===== config.mk =====
export PLATFORM = sky130hd
export DESIGN_NAME = hci_prio_scheduler
export DESIGN_NICKNAME = d
export VERILOG_FILES = /design/src/rtl/hci_prio_scheduler.sv
export SDC_FILE = /design/constraint.sdc
export NUM_CORES = 1
export LEC_CHECK = 0
export ABC_AREA = 1
export CAP_MARGIN = 20
export CELL_PAD_IN_SITES_DETAIL_PLACEMENT = 0
export CELL_PAD_IN_SITES_GLOBAL_PLACEMENT = 2
export CORE_MARGIN = 3
export CORE_UTILIZATION = 25
export DETAILED_ROUTE_END_ITERATION = 6
export GPL_TIMING_DRIVEN = 0
export PLACE_DENSITY_LB_ADDON = 0.12
export SYNTH_ARGS = -nofsm -noshare
export SYNTH_HDL_FRONTEND = slang
export SYNTH_SLANG_ARGS = --single-unit

===== constraint.sdc =====
create_clock -name clk_i -period 2.95 [get_ports clk_i]
set_input_delay 0.59 -clock clk_i [delete_from_list [all_inputs] [get_ports clk_i]]
set_output_delay 0.59 -clock clk_i [all_outputs]
set_load 0.02 [all_outputs]

===== src/rtl/hci_prio_scheduler.sv =====
// hci_prio_scheduler: runtime priority scheduler for the TCDM heterogeneous
// interconnect. Watches core / HWPE-branch req/gnt handshakes, measures how
// long the low-priority class has been starved and drives invert_prio_o plus
// low_prio_max_stall_o for hci_interconnect_ctrl_t.
//
// Optional feature macro: HCI_PRIO_STATS_EN
//   defined   -> adds the STAT_WIDTH parameter and the saturating statistics
//                outputs boost_cnt_o and lp_stall_cycles_o
//   undefined -> statistics ports and counters are absent
module hci_prio_scheduler #(
   parameter int unsigned NB_CORES   = 8,
   parameter int unsigned NB_HWPE    = 1,
   parameter int unsigned CNT_WIDTH  = 8
`ifdef HCI_PRIO_STATS_EN
   ,
   parameter int unsigned STAT_WIDTH = 32
`endif
) (
   input  logic                  clk_i,
   input  logic                  rst_i,
   input  logic [NB_CORES-1:0]   core_req_i,
   input  logic [NB_CORES-1:0]   core_gnt_i,
   input  logic [NB_HWPE-1:0]    hwpe_req_i,
   input  logic [NB_HWPE-1:0]    hwpe_gnt_i,
   input  logic [1:0]            cfg_mode_i,
   input  logic [CNT_WIDTH-1:0]  cfg_max_stall_i,
   input  logic [CNT_WIDTH-1:0]  cfg_boost_len_i,
   output logic                  invert_prio_o,
   output logic [CNT_WIDTH-1:0]  low_prio_max_stall_o,
   output logic [1:0]            state_o,
   output logic                  starve_evt_o
`ifdef HCI_PRIO_STATS_EN
   ,
   output logic [STAT_WIDTH-1:0] boost_cnt_o,
   output logic [STAT_WIDTH-1:0] lp_stall_cycles_o
`endif
);

   localparam int unsigned     IncWidth = CNT_WIDTH + 1;
   localparam logic [1:0]      ModeHwpeFirst = 2'b01;

   typedef enum logic [1:0] {
      ST_NORMAL  = 2'b00,
      ST_BOOST   = 2'b01,
      ST_HOLDOFF = 2'b10
   } state_t;

   state_t                state_q;
   logic [CNT_WIDTH-1:0]  stall_cnt_q;
   logic [CNT_WIDTH-1:0]  phase_cnt_q;

   logic                  adaptive;
   logic                  lp_wait;
   logic                  lp_served;
   logic [IncWidth-1:0]   stall_inc;
   logic                  threshold_hit;
   logic                  stall_sat;
   logic [CNT_WIDTH-1:0]  boost_len;

   // Low-priority class selection, starvation threshold and phase length.
   always_comb begin
      adaptive  = cfg_mode_i[1];
      lp_wait   = 1'b0;
      lp_served = 1'b0;
      if (cfg_mode_i == ModeHwpeFirst) begin
         lp_wait   = |(core_req_i & ~core_gnt_i);
         lp_served = |(core_req_i &  core_gnt_i);
      end else begin
         lp_wait   = |(hwpe_req_i & ~hwpe_gnt_i);
         lp_served = |(hwpe_req_i &  hwpe_gnt_i);
      end
      // one extra bit so a saturated counter still compares above any threshold
      stall_inc     = IncWidth'(stall_cnt_q) + IncWidth'(1);
      stall_sat     = (stall_cnt_q == {CNT_WIDTH{1'b1}});
      // a grant to any low-priority port in the same cycle suppresses the boost
      threshold_hit = (cfg_max_stall_i != '0) && lp_wait && !lp_served &&
                      (stall_inc >= IncWidth'(cfg_max_stall_i));
      boost_len     = (cfg_boost_len_i == '0) ? CNT_WIDTH'(1) : cfg_boost_len_i;
   end

   // Priority FSM with stall/phase counters and registered control outputs.
   always_ff @(posedge clk_i) begin
      if (rst_i) begin
         state_q              <= ST_NORMAL;
         stall_cnt_q          <= '0;
         phase_cnt_q          <= '0;
         invert_prio_o        <= 1'b0;
         low_prio_max_stall_o <= '0;
         starve_evt_o         <= 1'b0;
      end else begin
         starve_evt_o         <= 1'b0;
         low_prio_max_stall_o <= cfg_max_stall_i;
         if (!adaptive) begin
            // static modes pin the FSM and expose the base priority directly
            state_q       <= ST_NORMAL;
            stall_cnt_q   <= '0;
            phase_cnt_q   <= '0;
            invert_prio_o <= (cfg_mode_i == ModeHwpeFirst);
         end else begin
            case (state_q)
               ST_NORMAL: begin
                  if (threshold_hit) begin
                     state_q       <= ST_BOOST;
                     phase_cnt_q   <= boost_len;
                     stall_cnt_q   <= '0;
                     starve_evt_o  <= 1'b1;
                     invert_prio_o <= 1'b1;
                  end else begin
                     invert_prio_o <= 1'b0;
                     if (lp_served || !lp_wait) begin
                        stall_cnt_q <= '0;
                     end else if (!stall_sat) begin
                        stall_cnt_q <= stall_cnt_q + CNT_WIDTH'(1);
                     end
                  end
               end
               ST_BOOST: begin
                  stall_cnt_q <= '0;
                  if (phase_cnt_q == CNT_WIDTH'(1)) begin
                     state_q       <= ST_HOLDOFF;
                     phase_cnt_q   <= boost_len;
                     invert_prio_o <= 1'b0;
                  end else begin
                     phase_cnt_q   <= phase_cnt_q - CNT_WIDTH'(1);
                     invert_prio_o <= 1'b1;
                  end
               end
               ST_HOLDOFF: begin
                  // counting resumes only once back in NORMAL, preventing ping-pong
                  stall_cnt_q   <= '0;
                  invert_prio_o <= 1'b0;
                  if (phase_cnt_q == CNT_WIDTH'(1)) begin
                     state_q     <= ST_NORMAL;
                     phase_cnt_q <= '0;
                  end else begin
                     phase_cnt_q <= phase_cnt_q - CNT_WIDTH'(1);
                  end
               end
               default: begin
                  state_q       <= ST_NORMAL;
                  stall_cnt_q   <= '0;
                  phase_cnt_q   <= '0;
                  invert_prio_o <= 1'b0;
               end
            endcase
         end
      end
   end

   assign state_o = state_q;

`ifdef HCI_PRIO_STATS_EN
   logic boost_start;

   // NORMAL->BOOST transition qualifier for the boost counter.
   always_comb begin
      boost_start = adaptive && (state_q == ST_NORMAL) && threshold_hit;
   end

   // Saturating statistics counters, cleared only by reset.
   always_ff @(posedge clk_i) begin
      if (rst_i) begin
         boost_cnt_o       <= '0;
         lp_stall_cycles_o <= '0;
      end else begin
         if (boost_start && (boost_cnt_o != {STAT_WIDTH{1'b1}})) begin
            boost_cnt_o <= boost_cnt_o + STAT_WIDTH'(1);
         end
         if (lp_wait && (lp_stall_cycles_o != {STAT_WIDTH{1'b1}})) begin
            lp_stall_cycles_o <= lp_stall_cycles_o + STAT_WIDTH'(1);
         end
      end
   end
`endif

endmodule


==> impl_metrics.ini, run 1 <==
[outcome]
outcome = finished, final reports clean

[floorplan]
dieArea_um2 = 8120
core_area_um2 = 6830
die_h_um = 90.1
dieWidth_um = 90.1
fp-row-count = 30
ioPinCount = 50
start_util_pct = 25.9

[final_layout]
area_delta_synth_final_pct = 37.1
multi_input_area_um2 = 996
fin_util_pct = 35.5
antenna_cells = 0
drive_above_1_share_pct = 7.26
seq_area_um2 = 561
fillers = 789
layout.nets = 367

[timing]
setup_viol = 0
fin_crit_sh_pct = 79.9
fin_ws_ps = 592
clock_skew_ps = 6.39
finalCriticalPeriod_ps = 2360
worst_slew_pin_slew_ps = 447
slew_headroom_pct = 70.0
finalSetupTns_ps = 0
max_freq_mhz = 424
drv_slew = 0
grt_setup_unrepaired = false
finalHoldViolations = 0

[place]
place_ws_ps = 401
place_hpwl_um = 3790
place.gp.congestion = 0.726
io_buffers = 48

[setup_path]
cp.required_ps = 3170
end_kind = register
reg2reg_slack_ps = 590
critPathKind = reg2reg
critPathArrivalTime_ps = 2570
crit_path_max_fanout = 8
cp-start-kind = register

[clock_tree]
cts_buffers = 3
cts_tree = yes
clock_sinks = 28
cts.path.max_buffers = 2
root_buffer = clkbuf_8
cts_resized = 0
post_cts_buffers = 0
clk_pin_slew_ps = 100
insertion_delay_ps = 280
h-tree-depth = 1
hold_buffers = 0

[power]
p_sw_share_pct = 24.1
leakagePower_nw = 1.19
power_density_nw_per_um2 = 313
p_clk_share_pct = 32.5
switchingPower_mw = 0.183
ir_drop_uv = 163
combPwrFrac_pct = 16.5
internal-power_mw = 0.575
p_seq_share_pct = 51.0

[detailed_routing]
route.detailed.drc = 0
wl_per_cell_um = 11.0
ant_nets = 0
drtPass1Iterations = 4
viasPerCell = 4.04
vias = 1670
postRouteWirelength_um = 4560
drt-initial-drc-count = 45

[synthesis]
ys_types = 30
synth_area_um2 = 1770
syn_inst = 265
ys_ff_latch = 28
syn_nets = 314
synth_edf_count = 0
async_reset_ff_share_pct = 0
ys_warn_count = 0
synth.avg_cell_area_um2 = 6.68
seq_area_frac_synth_pct = 31.7
synth_ff_type = dfxtp_1

[hold_path]
hold_path_class = reg2reg

[flow_run]
maxCapViolCount = 0

[global_route]
grt_start_max_net_pins = 16
grt_pass1_wl_um = 7740
grt_overflow_total = 0
antenna_found_initial = 0
track_usage_pct = 11.5
grt_pass1_vias = 1697
[placed cells by master (no fill, tap or decap), drive strengths merged, types with 5 or more instances in the layout]
cell / synthesis / final
dfxtp: 28 / 28
clkdlybuf4s50: 0 / 48
nor2: 46 / 46
clkbuf: 1 / 5
ha: 11 / 11
nand2: 60 / 60
nand3: 18 / 18
o21ai: 10 / 10
inv: 48 / 48
xor2: 7 / 7
a21oi: 14 / 14
[synth_stat cells (all sizes together) (2+ instances only)]
cell | instances | area share (%)
nand3b | 4 | 1.7
o22ai | 4 | 1.4
xor2 | 7 | 3.5
dfxtp | 28 | 32
buf | 3 | 1.3
inv | 48 | 10
o21ai | 10 | 3.5
nor3 | 2 | 0.57
nand3 | 18 | 6.9
nand2 | 60 | 13
xnor2 | 2 | 0.99
nand4 | 3 | 1.1
nor2 | 46 | 10
a21oi | 14 | 4.0
ha | 11 | 7.8
[layout make-up]
type,instances,share of cell area [%]
timing repair buffer,48,19.8
multi-input combinational,184,41.1
clock buffer,4,2.27
inverter,49,7.64
buffer,4,1.14
tap,96,4.95
sequential,28,23.1
[per-stage QoR]
step	total power [mW]	hold slack, ps	cells	instance area, µm²
5_1_grt	0.797	526	413	2420
3_3_place_gp	0.523	467	409	2370
6_report	0.758	491	413	2420
3_5_place_dp	0.522	478	409	2370
4_1_cts	0.771	494	413	2420
2_1_floorplan	0.446	455	265	1770
[power groups by stage]
stage	Combinational (mW)	Clock, mW	Sequential, mW
after detailed placement	0.127	0	0.396
after CTS	0.127	0.257	0.387
after floorplan	0.0425	0	0.404
after global routing	0.140	0.269	0.387
final	0.125	0.246	0.387
after global placement	0.127	0	0.395
[routing by layer]
metal  vias to the layer above  GRT usage [%]  wire [µm]
li1                        924              -          -
met3                         7           2.59        196
met2                        31           19.9       2180
met1                       708           13.8       2100
met4                         0           4.34         89
met5                         -              0          0
[sequential cells by signal, summed over array words and instances, names as in the netlist]
register,cells
phase_cnt_q,8
stall_cnt_q,8
invert_prio_o,1
starve_evt_o,1
state_o,2
low_prio_max_stall_o,8
[worst paths after layout]
kind | from | endpoint | depth (start not counted)
setup reg to reg | stall_cnt_q[0]$_SDFFE_PP0N_ | stall_cnt_q[3]$_SDFFE_PP0N_ | 14
hold / removal | stall_cnt_q[1]$_SDFFE_PP0N_ | stall_cnt_q[1]$_SDFFE_PP0N_ | 2
hold reg to reg | stall_cnt_q[1]$_SDFFE_PP0N_ | stall_cnt_q[1]$_SDFFE_PP0N_ | 2
setup / recovery | stall_cnt_q[0]$_SDFFE_PP0N_ | stall_cnt_q[3]$_SDFFE_PP0N_ | 14
[cell families after synthesis]
| family | Yosys count | synth area share, % |
|---|---|---|
| and+or+nand+nor | 134 | 34.4 |
| AOI/OAI and AO/OA | 30 | 9.69 |
| DFF | 28 | 31.7 |
| adders and majority gates | 11 | 7.78 |
| buffers and inverters | 53 | 12.0 |
| xor gates and xnor gates | 9 | 4.46 |
[worst max-delay path: stages (launching register included)]
cell,delay [ps]
dfxtp_1,410
ha_1,220
nand3_2,130
nor2_4,150
xor2_1,250
ha_1,290
nand2_1,70
inv_1,30
nand2_1,50
nand2_1,40
nand2_1,70
nand2_2,60
nand2_4,100
nand2_1,220
a21oi_1,190
(Power assumes the default switching activity.)
==> run 2, diff against run 1 <==
clock period = 2.2 ns   (was 2.95 ns; I/O delays follow)
==> run 2 against run 1 <==
Combinational power is 46% higher. Die area unchanged. Worst setup slack worse by 540 ps. Non-clock buffer count rose by 9. Maximum frequency increased by 9.7%. Clock skew shrank 0.63 ps. Final area up 13%. Largest cell class unchanged. Utilization is 4.6 points higher. Clock power grew 33%. First-iteration DRC count fell by 8.9%.
==> impl_metrics.ini, run 2 (synthesized netlist as in run 1, its figures left out) <==
[global_route]
track_usage_pct = 11.6
grt_start_max_net_pins = 16
grt_overflow_total = 0
antenna_found_initial = 0
grt_pass1_wl_um = 7820
grt_pass1_vias = 1719

[clock_tree]
cts.path.max_buffers = 2
insertion_delay_ps = 280
hold_buffers = 0
cts_tree = yes
clock_sinks = 28
h-tree-depth = 1
cts_buffers = 3
root_buffer = clkbuf_8
clk_pin_slew_ps = 100

[detailed_routing]
postRouteWirelength_um = 4760
route.detailed.drc = 0
drtPass1Iterations = 4
vias = 1723
viasPerCell = 4.08
drt-initial-drc-count = 41
wl_per_cell_um = 11.3
ant_nets = 0

[timing]
drv_slew = 0
max_freq_mhz = 465
fin_ws_ps = 50.1
fin_crit_sh_pct = 97.7
finalSetupTns_ps = 0
setup_viol = 0
grt_setup_unrepaired = true
clock_skew_ps = 5.77
slew_headroom_pct = 69.4
finalHoldViolations = 0
worst_slew_pin_slew_ps = 457
finalCriticalPeriod_ps = 2150

[setup_path]
crit_path_max_fanout = 8
critPathArrivalTime_ps = 2340
cp.required_ps = 2390
end_kind = register
cp-start-kind = register
critPathKind = reg2reg

[final_layout]
final_common_cell = clkdlybuf4s50_1
antenna_cells = 0
drive_above_1_share_pct = 21.8
area_delta_synth_final_pct = 54.7
fin_cells = 422
final_cell_mix = clkdlybuf4s50_1, nand2_1, inv_1
biggestRegsByFlops = low_prio_max_stall_o (8), phase_cnt_q (8), stall_cnt_q (8)
fin_util_pct = 40.1
layout.nets = 376

[power]
ir_drop_uv = 218
power_mw = 1.03
leakagePower_nw = 1.25
power_density_nw_per_um2 = 376

[floorplan]
start_util_pct = 25.9
core_area_um2 = 6830
dieWidth_um = 90.1
fp-row-count = 30
die_h_um = 90.1
ioPinCount = 50
dieArea_um2 = 8120

[place]
dp_cells = 409
io_buffers = 48
place_hpwl_um = 3790
place_ws_ps = -199
place.gp.congestion = 0.726

[hold_path]
hold_path_class = reg2reg

[flow_run]
maxCapViolCount = 0

[outcome]
outcome = finished, final reports clean
==> run 2: cell type report <==
type                            count  area (µm²)
Buffer                              4        31.3
Clock buffer                        4        55.1
Fill cell                         759        4100
Inverter                           49         185
Multi-Input combinational cell    184        1210
Sequential cell                    28         569
Tap cell                           96         120
Timing Repair Buffer               57         569
==> run 2: worst max-delay path, cell delays in order, from the launching register on <==
cell and delay (ps):
dfxtp_4 390, ha_4 160, nand3_4 120, xor2_4 180, ha_4 290, nand2_4 50
nor2_2 60, nand2_1 70, nand3_2 60, nand2_2 50, nand2_2 50, nand2_2 50
nand2_2 70, nand2_4 100, clkbuf_16 190, a21oi_2 110, nor2_1 50
==> run 2: power breakdown <==
group | switching (mW) | internal (mW) | total (mW)
sequential | 0.00291 | 0.514 | 0.517
combinational | 0.0804 | 0.103 | 0.183
clock | 0.168 | 0.161 | 0.328
total | 0.251 | 0.777 | 1.03
==> run 2: per-stage QoR <==
step / cell area, µm² / hold slack, ps
floorplan: 1770 / 455
global placement: 2370 / 467
detailed placement: 2370 / 478
CTS: 2500 / 494
global route: 2740 / 534
finish: 2740 / 486
==> run 2: metal layers <==
metal,wire (µm),GRT usage [%]
met1,2120,13.9
met2,2360,20.2
met3,195,2.59
met4,93,4.34
met5,0,0
==> run 2: what timing repair did <==
action	CTS	global route
pin swaps	0	16
endpoints found under the setup margin	17	19
resized for setup	11	41
buffers inserted	3	5
gates cloned	0	1
==> run 2: path summary, 6_finish.rpt <==
path	to	slack [ps]	from	depth (start not counted)
setup reg to reg	phase_cnt_q[7]$_SDFFE_PP0P_	50	stall_cnt_q[1]$_SDFFE_PP0N_	16
setup / recovery	phase_cnt_q[7]$_SDFFE_PP0P_	50	stall_cnt_q[1]$_SDFFE_PP0N_	16
hold / removal	phase_cnt_q[1]$_SDFFE_PP0P_	490	phase_cnt_q[1]$_SDFFE_PP0P_	2
hold reg to reg	phase_cnt_q[1]$_SDFFE_PP0P_	490	phase_cnt_q[1]$_SDFFE_PP0P_	2
==> run 3, diff against run 2 <==
SKIP_LAST_GASP = 1   (was unset)
==> results of run 3 <==
No change in the layout: final DEF, timing and power equal those of run 2.
